**config.mk**
```make
export PLATFORM = sky130hd
export DESIGN_NAME = sram_arbiter_flat
export DESIGN_NICKNAME = d
export VERILOG_FILES = /design/src/rtl/sram_arbiter_if.sv /design/src/rtl/sram_arbiter.sv /design/src/flat_wrapper.sv
export SDC_FILE = /design/constraint.sdc
export NUM_CORES = 1
export LEC_CHECK = 0
export ABC_AREA = 1
export BUFFER_PORTS_ARGS = -buffer_cell sky130_fd_sc_hd__clkbuf_2
export CELL_PAD_IN_SITES_DETAIL_PLACEMENT = 2
export CELL_PAD_IN_SITES_GLOBAL_PLACEMENT = 2
export CORE_ASPECT_RATIO = 0.5
export CORE_UTILIZATION = 26
export CTS_CLUSTER_SIZE = 8
export DETAILED_ROUTE_END_ITERATION = 10
export PLACE_DENSITY_LB_ADDON = 0.1
export SYNTH_ARGS = -nofsm -noshare
export SYNTH_HDL_FRONTEND = slang
export SYNTH_SLANG_ARGS = --single-unit
export TNS_END_PERCENT = 20
```
**constraint.sdc**
```tcl
create_clock -name clk -period 2.95 [get_ports clk]
set_clock_uncertainty 0.2 [all_clocks]
set_input_delay 0.59 -clock clk [delete_from_list [all_inputs] [get_ports clk]]
set_output_delay 0.59 -clock clk [all_outputs]
set_load 0.005 [all_outputs]
```
**src/rtl/sram_arbiter_if.sv**
```systemverilog
// Bundle of the video port, host port and SRAM-side signals shared by the arbiter.
// The arbiter uses the slave view; requesters and the SRAM model use the master view.
interface sram_arbiter_if #(
    parameter int DATA_WIDTH = 8,
    parameter int ADDR_WIDTH = 16
);
    logic                  vid_req;
    logic [ADDR_WIDTH-1:0] vid_addr;
    logic                  vid_gnt;
    logic                  vid_rvalid;
    logic [DATA_WIDTH-1:0] vid_rdata;

    logic                  host_req;
    logic                  host_we;
    logic [ADDR_WIDTH-1:0] host_addr;
    logic [DATA_WIDTH-1:0] host_wdata;
    logic                  host_gnt;
    logic                  host_rvalid;
    logic [DATA_WIDTH-1:0] host_rdata;

    logic                  sram_en;
    logic                  sram_we;
    logic [ADDR_WIDTH-1:0] sram_addr;
    logic [DATA_WIDTH-1:0] sram_wdata;
    logic [DATA_WIDTH-1:0] sram_rdata;

    modport slave (
        input  vid_req, vid_addr, host_req, host_we, host_addr, host_wdata, sram_rdata,
        output vid_gnt, vid_rvalid, vid_rdata, host_gnt, host_rvalid, host_rdata,
        output sram_en, sram_we, sram_addr, sram_wdata
    );

    modport master (
        output vid_req, vid_addr, host_req, host_we, host_addr, host_wdata, sram_rdata,
        input  vid_gnt, vid_rvalid, vid_rdata, host_gnt, host_rvalid, host_rdata,
        input  sram_en, sram_we, sram_addr, sram_wdata
    );
endinterface

```
**src/rtl/sram_arbiter.sv**
```systemverilog
// Shares one synchronous-read SRAM between a priority video read port and a host
// read/write port; a starvation counter forces a host slot after STARVE_LIMIT denials.
module sram_arbiter #(
    parameter int DATA_WIDTH   = 8,
    parameter int ADDR_WIDTH   = 16,
    parameter int STARVE_LIMIT = 4
) (
    input  logic          clk,
    input  logic          reset_n,
    sram_arbiter_if.slave bus
);
    localparam logic [7:0] LP_STARVE_LIMIT = 8'(STARVE_LIMIT);

    logic [7:0]            r_wait_cnt;
    logic                  r_sram_en;
    logic                  r_sram_we;
    logic [ADDR_WIDTH-1:0] r_sram_addr;
    logic [DATA_WIDTH-1:0] r_sram_wdata;
    logic [1:0]            r_tag1;
    logic [1:0]            r_tag2;
    logic                  w_host_gnt;
    logic                  w_vid_gnt;
    logic                  w_xfer;

    // Requests are masked while reset is held so no grant can leak out.
    always_comb begin
        w_host_gnt = reset_n && bus.host_req && (!bus.vid_req || (r_wait_cnt == LP_STARVE_LIMIT));
        w_vid_gnt  = reset_n && bus.vid_req && !w_host_gnt;
        w_xfer     = w_host_gnt || w_vid_gnt;
    end

    always_ff @(posedge clk or negedge reset_n) begin
        if (!reset_n) begin
            r_wait_cnt <= 8'd0;
        end else if (!bus.host_req || w_host_gnt) begin
            r_wait_cnt <= 8'd0;
        end else if (r_wait_cnt != LP_STARVE_LIMIT) begin
            r_wait_cnt <= r_wait_cnt + 8'd1;
        end
    end

    always_ff @(posedge clk or negedge reset_n) begin
        if (!reset_n) begin
            r_sram_en    <= 1'b0;
            r_sram_we    <= 1'b0;
            r_sram_addr  <= '0;
            r_sram_wdata <= '0;
        end else begin
            r_sram_en <= w_xfer;
            r_sram_we <= w_host_gnt && bus.host_we;
            if (w_host_gnt) begin
                r_sram_addr  <= bus.host_addr;
                r_sram_wdata <= bus.host_wdata;
            end else if (w_vid_gnt) begin
                r_sram_addr  <= bus.vid_addr;
            end
        end
    end

    // Tag bits {video, host read} follow each read through the SRAM's one-cycle latency.
    always_ff @(posedge clk or negedge reset_n) begin
        if (!reset_n) begin
            r_tag1 <= 2'b00;
            r_tag2 <= 2'b00;
        end else begin
            r_tag1 <= {w_vid_gnt, w_host_gnt && !bus.host_we};
            r_tag2 <= r_tag1;
        end
    end

    assign bus.vid_gnt     = w_vid_gnt;
    assign bus.host_gnt    = w_host_gnt;
    assign bus.vid_rvalid  = r_tag2[1];
    assign bus.host_rvalid = r_tag2[0];
    assign bus.vid_rdata   = bus.sram_rdata;
    assign bus.host_rdata  = bus.sram_rdata;
    assign bus.sram_en     = r_sram_en;
    assign bus.sram_we     = r_sram_we;
    assign bus.sram_addr   = r_sram_addr;
    assign bus.sram_wdata  = r_sram_wdata;
endmodule

```
**src/flat_wrapper.sv**
```systemverilog
// flat-port wrapper written by rule: the top's interface ports become plain ports
module sram_arbiter_flat 
#(
    parameter int DATA_WIDTH   = 8,
    parameter int ADDR_WIDTH   = 16,
    parameter int STARVE_LIMIT = 4
)
  (clk, reset_n, bus_vid_req, bus_vid_addr, bus_host_req, bus_host_we, bus_host_addr, bus_host_wdata, bus_sram_rdata, bus_vid_gnt, bus_vid_rvalid, bus_vid_rdata, bus_host_gnt, bus_host_rvalid, bus_host_rdata, bus_sram_en, bus_sram_we, bus_sram_addr, bus_sram_wdata);
  sram_arbiter_if #(.DATA_WIDTH(DATA_WIDTH), .ADDR_WIDTH(ADDR_WIDTH)) bus_i ();
  input  logic clk;
  input  logic reset_n;
  input wire logic [$bits(bus_i.vid_req)-1:0] bus_vid_req;
  input wire logic [$bits(bus_i.vid_addr)-1:0] bus_vid_addr;
  input wire logic [$bits(bus_i.host_req)-1:0] bus_host_req;
  input wire logic [$bits(bus_i.host_we)-1:0] bus_host_we;
  input wire logic [$bits(bus_i.host_addr)-1:0] bus_host_addr;
  input wire logic [$bits(bus_i.host_wdata)-1:0] bus_host_wdata;
  input wire logic [$bits(bus_i.sram_rdata)-1:0] bus_sram_rdata;
  output wire logic [$bits(bus_i.vid_gnt)-1:0] bus_vid_gnt;
  output wire logic [$bits(bus_i.vid_rvalid)-1:0] bus_vid_rvalid;
  output wire logic [$bits(bus_i.vid_rdata)-1:0] bus_vid_rdata;
  output wire logic [$bits(bus_i.host_gnt)-1:0] bus_host_gnt;
  output wire logic [$bits(bus_i.host_rvalid)-1:0] bus_host_rvalid;
  output wire logic [$bits(bus_i.host_rdata)-1:0] bus_host_rdata;
  output wire logic [$bits(bus_i.sram_en)-1:0] bus_sram_en;
  output wire logic [$bits(bus_i.sram_we)-1:0] bus_sram_we;
  output wire logic [$bits(bus_i.sram_addr)-1:0] bus_sram_addr;
  output wire logic [$bits(bus_i.sram_wdata)-1:0] bus_sram_wdata;
  assign bus_i.vid_req = bus_vid_req;
  assign bus_i.vid_addr = bus_vid_addr;
  assign bus_i.host_req = bus_host_req;
  assign bus_i.host_we = bus_host_we;
  assign bus_i.host_addr = bus_host_addr;
  assign bus_i.host_wdata = bus_host_wdata;
  assign bus_i.sram_rdata = bus_sram_rdata;
  assign bus_vid_gnt = bus_i.vid_gnt;
  assign bus_vid_rvalid = bus_i.vid_rvalid;
  assign bus_vid_rdata = bus_i.vid_rdata;
  assign bus_host_gnt = bus_i.host_gnt;
  assign bus_host_rvalid = bus_i.host_rvalid;
  assign bus_host_rdata = bus_i.host_rdata;
  assign bus_sram_en = bus_i.sram_en;
  assign bus_sram_we = bus_i.sram_we;
  assign bus_sram_addr = bus_i.sram_addr;
  assign bus_sram_wdata = bus_i.sram_wdata;
  sram_arbiter #(.DATA_WIDTH(DATA_WIDTH), .ADDR_WIDTH(ADDR_WIDTH), .STARVE_LIMIT(STARVE_LIMIT)) u_core (.clk(clk), .reset_n(reset_n), .bus(bus_i));
endmodule
```
Word level (Yosys, flattened, before mapping)
Cells that the tools add are included.
{ "totals": {"reg_bits": 38, "in_bits": 53} }
{ "op_classes": {"mux": 4, "reduce_logical": 15, "addsub": 1, "eq_ne": 2} }
{ "ops": {"columns": ["cell", "n"], "rows": [
  ["2-to-1 mux 16 bit", 2],
  ["2-to-1 mux 8 bit", 2],
  ["adder 8 x 1 -> 8 bit, second input constant", 1],
  ["== test 8 x 3 -> 1 bit, second input constant", 1],
  ["!= test 8 x 3 -> 1 bit, second input constant", 1],
  ["logical AND 1 bit", 6],
  ["logical NOT 1 bit", 4],
  ["nonzero test 2 bit", 2],
  ["logical OR 1 bit", 3]
]} }

Depth between registers and ports, before layout
{ "logic_depth": {"word_depth": 7, "ltp_mapped": 9} }

Least setup slack after synthesis
OpenSTA, ideal clock, no wires.
{ "synth_timing": {"path_kind": "in2out", "start": "in reset_n", "end": "out bus_vid_gnt", "path_stages": 6, "t_required_ns": 2.160, "arrival_time_ns": 1.338, "n_path_buf": 1, "slack_ns": 0.822, "cell_sequence": "nand2_1 inv_2 nand2_2 buf_6 clkinv_2 nor2_1"} }
{ "synth_between": {"elab_chain_len": 4} }
{ "synth_rtl": {"columns": ["item", "line_no", "rtl"], "rows": [
  ["from (decl)", "flat_wrapper.sv:11", "input logic reset_n;"],
  ["logical AND 1 bit (2 in a row)", "sram_arbiter.sv:27", "w_host_gnt = reset_n && bus.host_req && (!bus.vid_req || (r_wait_cnt == LP_STARVE_LIMIT));"],
  ["named net bus_host_gnt", "flat_wrapper.sv:22", "output wire logic [$bits(bus_i.host_gnt)-1:0] bus_host_gnt;"],
  ["logical NOT 1 bit", "sram_arbiter.sv:28", "w_vid_gnt = reset_n && bus.vid_req && !w_host_gnt;"],
  ["logical AND 1 bit", "sram_arbiter.sv:28", null],
  ["to (decl)", "flat_wrapper.sv:19", "output wire logic [$bits(bus_i.vid_gnt)-1:0] bus_vid_gnt;"]
]} }
The timed path passes the listed nets, and every way through them passes these cells.

Final worst setup path
{ "layout_timing": {"start": "in reset_n", "end": "out bus_vid_gnt"} }
{ "layout_between": {"elab_chain_len": 4} }
{ "layout_rtl": {"columns": ["item", "line_no"], "rows": [
  ["logical AND 1 bit (2 in a row)", "sram_arbiter.sv:27"],
  ["logical NOT 1 bit", "sram_arbiter.sv:28"],
  ["logical AND 1 bit *", "sram_arbiter.sv:28"]
]} }
Every way passes the cells marked *; elsewhere a longest branch is shown, timed or not.

==> out/metrics.yaml <==
numCtsBuffers: 5
rr_startpoint: "u_core.r_wait_cnt[0]"
clk_latency_ns: 0.28
start_kind: "input pin"
path_max_fanout: 10
muxShareOfSynthArea: 0
area_delta_synth_final_pct: 26.5
cts_resized: 0
ios: 99
yosys_warnings: 0
dr.pass1.iters: 7
synth_top_family_by_area: "simple AND/OR/NAND/NOR gates"
antenna_cells: 0
arrival_ns: 2.01
mostFrequentLayoutCell: "clkbuf_2"
rrSetupSlack_ns: 0.88
cts.path.max_buffers: 2
crit_end: "bus_vid_gnt"
clock-root-buffer: "clkbuf_16"
viasPerCell: 4.46
yosysTopAreaCellShare: 0.485
synth_area_sq_um: 1960
max-slew-margin-rel: 0.571
io_buffers: 74
cts_tree: "built"
clkSlewWorstSetupHoldPaths_ns: 0.06
avgSynthCellArea_sq_um: 7.87
min_path_type: "flop to flop"
row_count: 21
fin_crit_sh: 0.951
grt_overflow: 0
final_cell_mix: "clkbuf_2, nand2_1, nand3_1"
num-nets-final: 368
ys_ff_latch: 38
htreeDepth: 2
synth_compound_area_frac: 0.0160
die_y_um: 63.4
power_leakage_nw: 1.46
finalWirelength_um: 5800
dieArea_sq_um: 7910
first_iter_violations: 56
vdd_drop_max_uv: 290
tightest_slew_ns: 0.642
grt_pass1_vias: 1941
die_w_um: 125
postSynthCellCount: 249
wl_per_cell_um: 14.3
yosys.area_share.adder: 0.0128
crit_type: "input pin to output pin"
ant_nets: 0
rr_endpoint: "u_core.r_wait_cnt[6]"
p_per_area_nw_per_um2: 564
drc: 6
coreArea_sq_um: 6990
synth-xor-area-share: 0.0223
synthesis.nets: 304
reg2regPathDepth: 8
start_util: 0.281
failed_checks: "DRC"
worstSetupStartpoint: "reset_n"
grt_max_degree: 34
period_minus_slack_ns: 2.80
rsz0062_at_grt: "false"
vias: 1809
antenna_found_initial: 0
finalSetupTns_ns: 0
cts_num_sinks: 38
synth_seq_area_share: 0.485
gp_congestion: 0.704
ys_top_cells_by_area: "dfrtp_1, nand3_1, nand2_1, inv_1, buf_4"
cp.required_ns: 2.16
yosysTopAreaCell: "dfrtp_1"
max-cap-violations: 0
synth.distinct_cells: 21
final_util: 0.355
dp_hpwl_um: 4190
drv_slew: 0
grt_pass1_wl_um: 9690
layout-drive-gt1-share: 0.290
status: "finished with violations"
hold_viol: 0
end_kind: "output pin"
finalSetupViolCount: 0
track_usage: 0.158
fmax_mhz: 357
synthSimpleGateAreaFrac: 0.304
## per-layer routing
layer  up-vias  routed length, um  track usage
met4         0                 39       0.0340
met2        38               2890        0.279
met5         -                  0            0
li1        880                  -            -
met1       883               2590        0.192
met3         8                283       0.0433
## worst min-delay path by stage
stage,startpoint,end,cells past startpoint
after floorplan,reset_n,u_core.bus.sram_addr[0],0
after global placement,u_core.r_tag1[1],u_core.r_tag2[1],0
after detailed placement,u_core.r_tag1[1],u_core.r_tag2[1],0
after CTS,u_core.r_tag1[1],u_core.r_tag2[1],0
after global routing,u_core.r_tag1[1],u_core.r_tag2[1],0
final,u_core.r_tag1[1],u_core.r_tag2[1],0
## synth_stat cells
master and n:
a21oi_1 2, buf_1 1, buf_2 3, buf_4 16, buf_6 2, clkbuf_1 2, clkinv_2 1, dfrtp_1 38
ha_1 2, inv_1 36, inv_2 1, nand2_1 66, nand2_2 1, nand3_1 56, nand3b_1 1, nor2_1 12
nor3_1 2, o21ai_0 1, o21ai_4 1, xnor2_1 1, xor2_1 4
## cell families after synthesis
family	Yosys count
AND/OR/NAND/NOR	138
flip-flops	38
AO/OA/AOI/OAI	4
adder cells (fa/ha/maj)	2
buffers and inverters	62
XOR/XNOR	5
## sequential cells by signal (all words and copies together), names as in the netlist
register	count
u_core.bus.sram_en	1
u_core.bus.sram_addr	16
u_core.r_tag1	2
u_core.r_wait_cnt	8
u_core.bus.sram_we	1
u_core.bus.sram_wdata	8
u_core.r_tag2	2
## area by class of cell
type | instances | area (sq um)
Fill cell | 848 | 4510
Clock buffer | 7 | 143
Sequential cell | 38 | 951
Inverter | 38 | 144
Timing Repair Buffer | 81 | 425
Multi-Input combinational cell | 149 | 697
Clock inverter | 1 | 5.00
Tap cell | 92 | 115
## per-stage QoR
step / std cells / power (mW) / area (sq um) / hold slack (ns) / setup WS, ns
after floorplan: 249 / 0.745 / 1960 / 0.0944 / 0.822
after global placement: 397 / 0.858 / 2320 / 0.132 / 0.697
after detailed placement: 397 / 0.865 / 2320 / 0.137 / 0.656
after CTS: 406 / 1.42 / 2480 / 0.151 / 0.103
after global routing: 406 / 1.47 / 2480 / 0.157 / 0.00125
final: 406 / 1.40 / 2480 / 0.150 / 0.146
## report_power, final
part | internal [mW] | total [mW] | switching [mW]
logic | 0.105 | 0.232 | 0.127
registers | 0.579 | 0.617 | 0.0377
clock network | 0.335 | 0.550 | 0.214
total | 1.02 | 1.40 | 0.379
## worst max-delay path, cell delays in order
cell           delay, ns
dlygate4sd3_1       0.53
clkbuf_2            0.20
nand2_1             0.15
inv_2               0.05
nand2_2             0.08
clkinv_2            0.14
nor2_1              0.15
clkbuf_2            0.13
## repair_timing
| action | 4_1_cts | 5_1_grt |
|---|---|---|
| setup buffers | 0 | 0 |
| hold endpoints to repair | 5 | 0 |
| hold buffers | 1 | 0 |
No activity file was read; power rests on OpenSTA's default activity.
